### src/rtl/interlock_sequencer.sv
// Airlock interlock sequencer.
// Walks a chamber between EVACUATED and PRESSURIZED through timed transfer
// states, granting door unlock permission only in the settled states.
// Optional feature macro: INTERLOCK_ABORT_EN -- when defined, a door sensor
// dropping during a transfer aborts into FAULT, which is left only by
// fault_clear with both doors closed.
module interlock_sequencer #(
  parameter int PRESS_TICKS = 5,
  parameter int EVAC_TICKS  = 8
) (
  input  logic       clock,
  input  logic       reset,
  input  logic       tick,
  input  logic       pressurize_req,
  input  logic       evacuate_req,
  input  logic       outer_closed,
  input  logic       inner_closed,
  input  logic       fault_clear,
  output logic       outer_door_en,
  output logic       inner_door_en,
  output logic       pump_on,
  output logic       vent_on,
  output logic       busy,
  output logic       fault,
  output logic [3:0] remaining
);

  typedef enum logic [2:0] {
    EVACUATED    = 3'd0,
    PRESSURIZING = 3'd1,
    PRESSURIZED  = 3'd2,
    EVACUATING   = 3'd3,
    FAULT        = 3'd4
  } state_t;

  localparam logic [3:0] PRESS_LOAD = 4'(PRESS_TICKS);
  localparam logic [3:0] EVAC_LOAD  = 4'(EVAC_TICKS);

  state_t     state;
  state_t     state_nxt;
  logic [3:0] count;
  logic [3:0] count_nxt;
  logic       doors_closed;

  assign doors_closed = outer_closed & inner_closed;

`ifndef INTERLOCK_ABORT_EN
  // Without the abort feature the acknowledge input has no purpose.
  logic unused_fault_clear;
  assign unused_fault_clear = fault_clear;
`endif

  // State and transfer counter registers; reset lands in EVACUATED at once.
  always_ff @(posedge clock or posedge reset) begin
    if (reset) begin
      state <= EVACUATED;
      count <= 4'd0;
    end else begin
      state <= state_nxt;
      count <= count_nxt;
    end
  end

  // Next-state/counter logic: accept requests only when settled with both
  // doors shut; a tick at count 1 finishes the transfer and clears the count.
  always_comb begin
    state_nxt = state;
    count_nxt = count;
    case (state)
      EVACUATED: begin
        if (pressurize_req && doors_closed) begin
          state_nxt = PRESSURIZING;
          count_nxt = PRESS_LOAD;
        end
      end
      PRESSURIZED: begin
        if (evacuate_req && doors_closed) begin
          state_nxt = EVACUATING;
          count_nxt = EVAC_LOAD;
        end
      end
      PRESSURIZING, EVACUATING: begin
`ifdef INTERLOCK_ABORT_EN
        if (!doors_closed) begin
          state_nxt = FAULT;
          count_nxt = 4'd0;
        end else
`endif
        if (tick) begin
          if (count <= 4'd1) begin
            state_nxt = (state == PRESSURIZING) ? PRESSURIZED : EVACUATED;
            count_nxt = 4'd0;
          end else begin
            count_nxt = count - 4'd1;
          end
        end
      end
      FAULT: begin
`ifdef INTERLOCK_ABORT_EN
        if (fault_clear && doors_closed) begin
          state_nxt = EVACUATED;
          count_nxt = 4'd0;
        end
`else
        // Unreachable in this build; recover to the safe state.
        state_nxt = EVACUATED;
        count_nxt = 4'd0;
`endif
      end
      default: begin
        state_nxt = EVACUATED;
        count_nxt = 4'd0;
      end
    endcase
  end

  // Output decode from the state register only, so door and drive pairs
  // can never be asserted together.
  always_comb begin
    outer_door_en = 1'b0;
    inner_door_en = 1'b0;
    pump_on       = 1'b0;
    vent_on       = 1'b0;
    busy          = 1'b0;
    fault         = 1'b0;
    case (state)
      EVACUATED:    outer_door_en = 1'b1;
      PRESSURIZED:  inner_door_en = 1'b1;
      PRESSURIZING: begin
        pump_on = 1'b1;
        busy    = 1'b1;
      end
      EVACUATING: begin
        vent_on = 1'b1;
        busy    = 1'b1;
      end
      FAULT:        fault = 1'b1;
      default:      outer_door_en = 1'b0;
    endcase
  end

  assign remaining = count;

endmodule

### config.mk
export PLATFORM = sky130hd
export DESIGN_NAME = interlock_sequencer
export DESIGN_NICKNAME = d
export VERILOG_FILES = /design/src/rtl/interlock_sequencer.sv
export SDC_FILE = /design/constraint.sdc
export NUM_CORES = 1
export LEC_CHECK = 0
export CAP_MARGIN = 5
export CORE_AREA = 2 2 39 41
export CTS_CLUSTER_DIAMETER = 60
export DETAILED_ROUTE_END_ITERATION = 10
export DIE_AREA = 0 0 41 43
export GPL_TIMING_DRIVEN = 1
export PLACE_DENSITY = 0.68
export SYNTH_ARGS = -nofsm -noshare
export SYNTH_HDL_FRONTEND = slang
export SYNTH_SLANG_ARGS = --single-unit
### constraint.sdc
create_clock -name clock -period 5.3 [get_ports clock]
set_input_delay 1.325 -clock clock [delete_from_list [all_inputs] [get_ports clock]]
set_output_delay 1.325 -clock clock [all_outputs]
set_load 0.05 [all_outputs]
# ---- Yosys cells after proc, flatten, opt, wreduce, memory -nomap -nowiden
# Index checks and enable logic that the tools add are counted.
dict set report word_totals {
  in_bits 8
  word_cells 36
  register_bits 7
}
dict set report classes {
  eq_ne 8
  n_reduce_logical 6
  magnitude_cmp 1
  add_sub_neg 1
  muxes 17
  n_bitwise 1
}
# cell count
set op_table {}
lappend op_table {{$mux 4} 4}
lappend op_table {{$mux 3} 4}
lappend op_table {{$pmux 4 s3} 1}
lappend op_table {{$pmux 3 s3} 1}
lappend op_table {{$eq 3x2->1 const B} 2}
lappend op_table {{$mux 1} 6}
lappend op_table {{$le 4x1->1 const B} 1}
lappend op_table {{$ne 2x1->1 const B} 2}
lappend op_table {{$ne 2x2->1 const B} 2}
lappend op_table {{$reduce_and 4->1} 1}
lappend op_table {{$sub 4x1->4 const B} 1}
lappend op_table {{$eq 3x1->1 const B} 1}
lappend op_table {{$eq 3x3->1 const B} 1}
lappend op_table {{$logic_not 3->1} 1}
lappend op_table {{$reduce_and 3->1} 1}
lappend op_table {{$logic_and 1x1->1} 2}
lappend op_table {{$mux 2} 1}
lappend op_table {{$reduce_or 2->1} 1}
lappend op_table {{$and 1x1->1} 1}

# ---- Depth between registers and ports, before layout
dict set report depth {
  word_depth 5
  mapped_depth 6
}

# ---- Least setup slack after synthesis
# No wires, ideal clock.
dict set report synth_path {
  path_kind {register -> output}
  startpoint {register state[1]}
  endpoint {output port busy}
  required_time_ps 3975
  setup_slack_ps 2521
  arrival_ps 1454
  stages_incl_launch_ff 5
  path_cell_list {dfrtp_1 -> inv_1 -> ha_1 -> nor2_1 -> inv_1}
}
dict set report synth_via {
  elab_chain_len 3
  elab_cells_between_ends 4
}
# element line_no
set synth_lines {}
lappend synth_lines {{start, declared} 39} ;# state_t state;
lappend synth_lines {{start signal, assigned} 59} ;# state <= state_nxt;
lappend synth_lines {{$eq 3x1->1 or $eq 3x2->1 (tied branches)} 126} ;# case (state)
lappend synth_lines {{$reduce_or 2->1 (no line) *} -}
lappend synth_lines {{$mux 1 *} 126}
lappend synth_lines {{end, declared} 23} ;# output logic busy,
# Every way passes the cells marked *; elsewhere a longest branch is shown, timed or not.

# ---- Worst setup path in the final report
dict set report layout_path {
  startpoint {register state[0]}
  endpoint {output port outer_door_en}
}
dict set report layout_via {
  elab_chain_len 2
}
# element line_no
set layout_lines {}
lappend layout_lines {{$logic_not 3->1} 126}
lappend layout_lines {{$mux 1} 126}
lappend layout_lines {{end, declared} 19} ;# output logic outer_door_en,
# Every way passes these cells.

==> implementation parameters <==
Parameter                              Value

Run status
  Result of the run    finished, final reports clean

Worst setup path
  Critical path type    flop to output pin
  Worst Path Max Fanout    8
  Critical Path AT    2.05 ns
  Worst r2r path cells    5
  Kind of end point of the critical path    output pin
  Crit Reg-Reg Endpoint    state[1]
  Flop-to-flop setup slack    3.42 ns
  Worst r2r src    state[0]
  CP Data Required Time    3.97 ns
  Worst setup SP type    flop

Global route
  GRT Util Overall    14.4%
  Global-route wire length before repair    1.67 mm
  Met2 demand-to-capacity share in global routing    20.9%
  Congestion Overflow GR    0
  Maximum number of pins on one net before global-route repair    9
  Number of antenna violations at the first check in global routing    0
  Met3 routing resource usage after global routing    3.14%
  Number of global-route vias before repair    419
  Grt met1 use    17.9%
  Global-route layer with the greatest usage    met2

Synthesis
  YS warnings    0
  Number of nets in the synthesized netlist    67
  Average cell area after synthesis    9.55 um^2
  Distinct cell type count of the synthesized netlist    26
  Mapped Area    497 um^2
  Number of storage elements in the synthesis netlist    6
  Share of the yosys chip area belonging to registers    30.2%
  Number of instances in the synthesized netlist    52

Run
  Number of max-cap violations    0

Clock tree
  Clock Tree Buf Depth    2
  Post-CTS setup buffer count    0
  Quantity of gates resized following cts    0
  Clk_lat worst skew    0.24 ns
  Clock Tree Root    sky130_fd_sc_hd__clkbuf_4
  Number of H-tree levels    1
  Clock tree from TritonCTS    done
  Post-CTS clock slew at the launch and capture registers of the worst setup and hold paths    0.04 ns
  Post-CTS Hold Fix Bufs    0
  TritonCTS Buffers    3
  TritonCTS sink count    6

Hold path
  Hold path startpoint    remaining[2]
  Number of cells on the worst hold path    1
  Hold Crit Endpoint    remaining[2]
  Worst hold-check path type    flop to flop

Place
  Port Buffers    15
  Half-perimeter wire length after placement    826 um
  Final weighted congestion in routability-driven placement    0.789

Cells and area
  Leading cell type in the layout, fill and taps excluded    sky130_fd_sc_hd__clkdlybuf4s50_1
  Post-synthesis to final-layout area growth    37.3%
  Fill count    140
  Leading cell types in the layout, fill and taps excluded    sky130_fd_sc_hd__clkdlybuf4s50_1 (15), sky130_fd_sc_hd__inv_1 (7), sky130_fd_sc_hd__ha_1 (7)
  Final net count    86
  Share of cells above drive strength 1    13.0%
  Count of antenna diodes in the layout    0

Timing
  Clock Skew    0.000919 ns
  Unrepaired setup endpoints after global routing    no
  Setup-violating endpoint count in the final report    0
  Setup TNS after final layout    0 ns
  Max-slew violation count    0
  Shortest clock period the worst path allows after layout    3.38 ns
  Fmax    296 MHz
  Endpoints failing hold    0
  Ratio of final minimum period to clock period    63.7%

Route
  Detailed Route WL    980 um
  First-iteration detailed-routing DRC count    9
  Routed via count    452
  Routed via count divided by cell count    5.32
  Per-cell routed wire length    11.5 um
  DRC errors left    0
  Iteration count of the initial detailed-routing pass    4
  Antenna-violating nets left    0

Die
  Row cnt    14
  Area of the core region    0.00138 mm^2
  Die boundary width    41 um
  Die boundary height    43 um
  Die Area    0.00176 mm^2
  Number of placed I/O pins    18
  Starting utilization of the core area    35.9%
==> stage by stage <==
| stage | instances | utilization (%) | instance area [um^2] | hold WS (ns) | worst slack, ns |
|---|---|---|---|---|---|
| final | 85 | 49.3 | 682 | 0.612 | 1.92 |
| after floorplan | 52 | - | 497 | 0.571 | 2.52 |
| after detailed placement | 82 | 47.6 | 659 | 0.599 | 2.18 |
| after global placement | 82 | 47.6 | 659 | 0.605 | 2.17 |
| after global routing | 85 | 49.3 | 682 | 0.645 | 1.82 |
| after CTS | 85 | 49.3 | 682 | 0.612 | 1.92 |
==> critical path, stage by stage, from the launching register on <==
cell and delay (ns):
sky130_fd_sc_hd__dfrtp_1 0.46, sky130_fd_sc_hd__inv_1 0.19, sky130_fd_sc_hd__ha_1 0.32, sky130_fd_sc_hd__clkdlybuf4s50_1 0.85
==> worst max-delay path by stage <==
| stage | startpoint | to | slack, ns | cells past startpoint |
|---|---|---|---|---|
| floorplan | state[1] | busy | 2.52 | 4 |
| detailed placement | state[0] | outer_door_en | 2.18 | 3 |
| CTS | state[0] | outer_door_en | 1.92 | 3 |
| global placement | state[0] | outer_door_en | 2.17 | 3 |
| global route | state[0] | outer_door_en | 1.82 | 3 |
| finish | state[0] | outer_door_en | 1.92 | 3 |
==> final cells by class <==
class                           instances  area [um^2]  share of cell area, %
Multi-Input combinational cell         38          313                   45.9
Sequential cell                         6          150                   22.0
Timing Repair Buffer                   15          150                   22.0
Inverter                                7         26.3                   3.85
Clock buffer                            3         22.5                   3.30
Tap cell                               16         20.0                   2.94
==> synthesized netlist by cell type, drive strengths merged <==
library cell,count,share of area [%]
o2111ai,1,1.8
nor3b,1,1.5
a22oi,1,1.5
dfrtp,6,30
nand3,2,3.0
conb,1,0.75
mux2i,1,2.0
o211ai,1,1.5
o21ai,5,5.0
inv,7,5.3
a21boi,1,2.3
a22o,1,1.8
nor2,4,3.0
a221oi,1,5.3
o311ai,1,1.8
ha,7,18
o31ai,1,1.5
a31oi,1,1.3
nor2b,1,1.3
a31o,1,1.8
buf,1,1.5
mux2,1,2.3
o21ba,1,2.0
a21oi,4,4.0
==> logic make-up after synthesis <==
kind of cell	share of synthesized area, %
other cells	0.755
buf+inv	6.80
mux	4.28
compound gates	31.5
simple gates	8.82
fa+ha+maj	17.6
flops	30.2
==> metal layers <==
| layer | vias to the layer above | part of all wire (%) |
|---|---|---|
| li1 | 223 | - |
| met1 | 206 | 44 |
| met2 | 21 | 47 |
| met3 | 2 | 6.9 |
| met4 | 0 | 1.5 |
| met5 | - | 0 |
==> sequential cells by signal, summed over array words and instances (netlist names) <==
name / cells
remaining: 4
state: 2
Power is not shown: default switching activity piles up to over one toggle a cycle in this logic, so the estimate is an artifact.
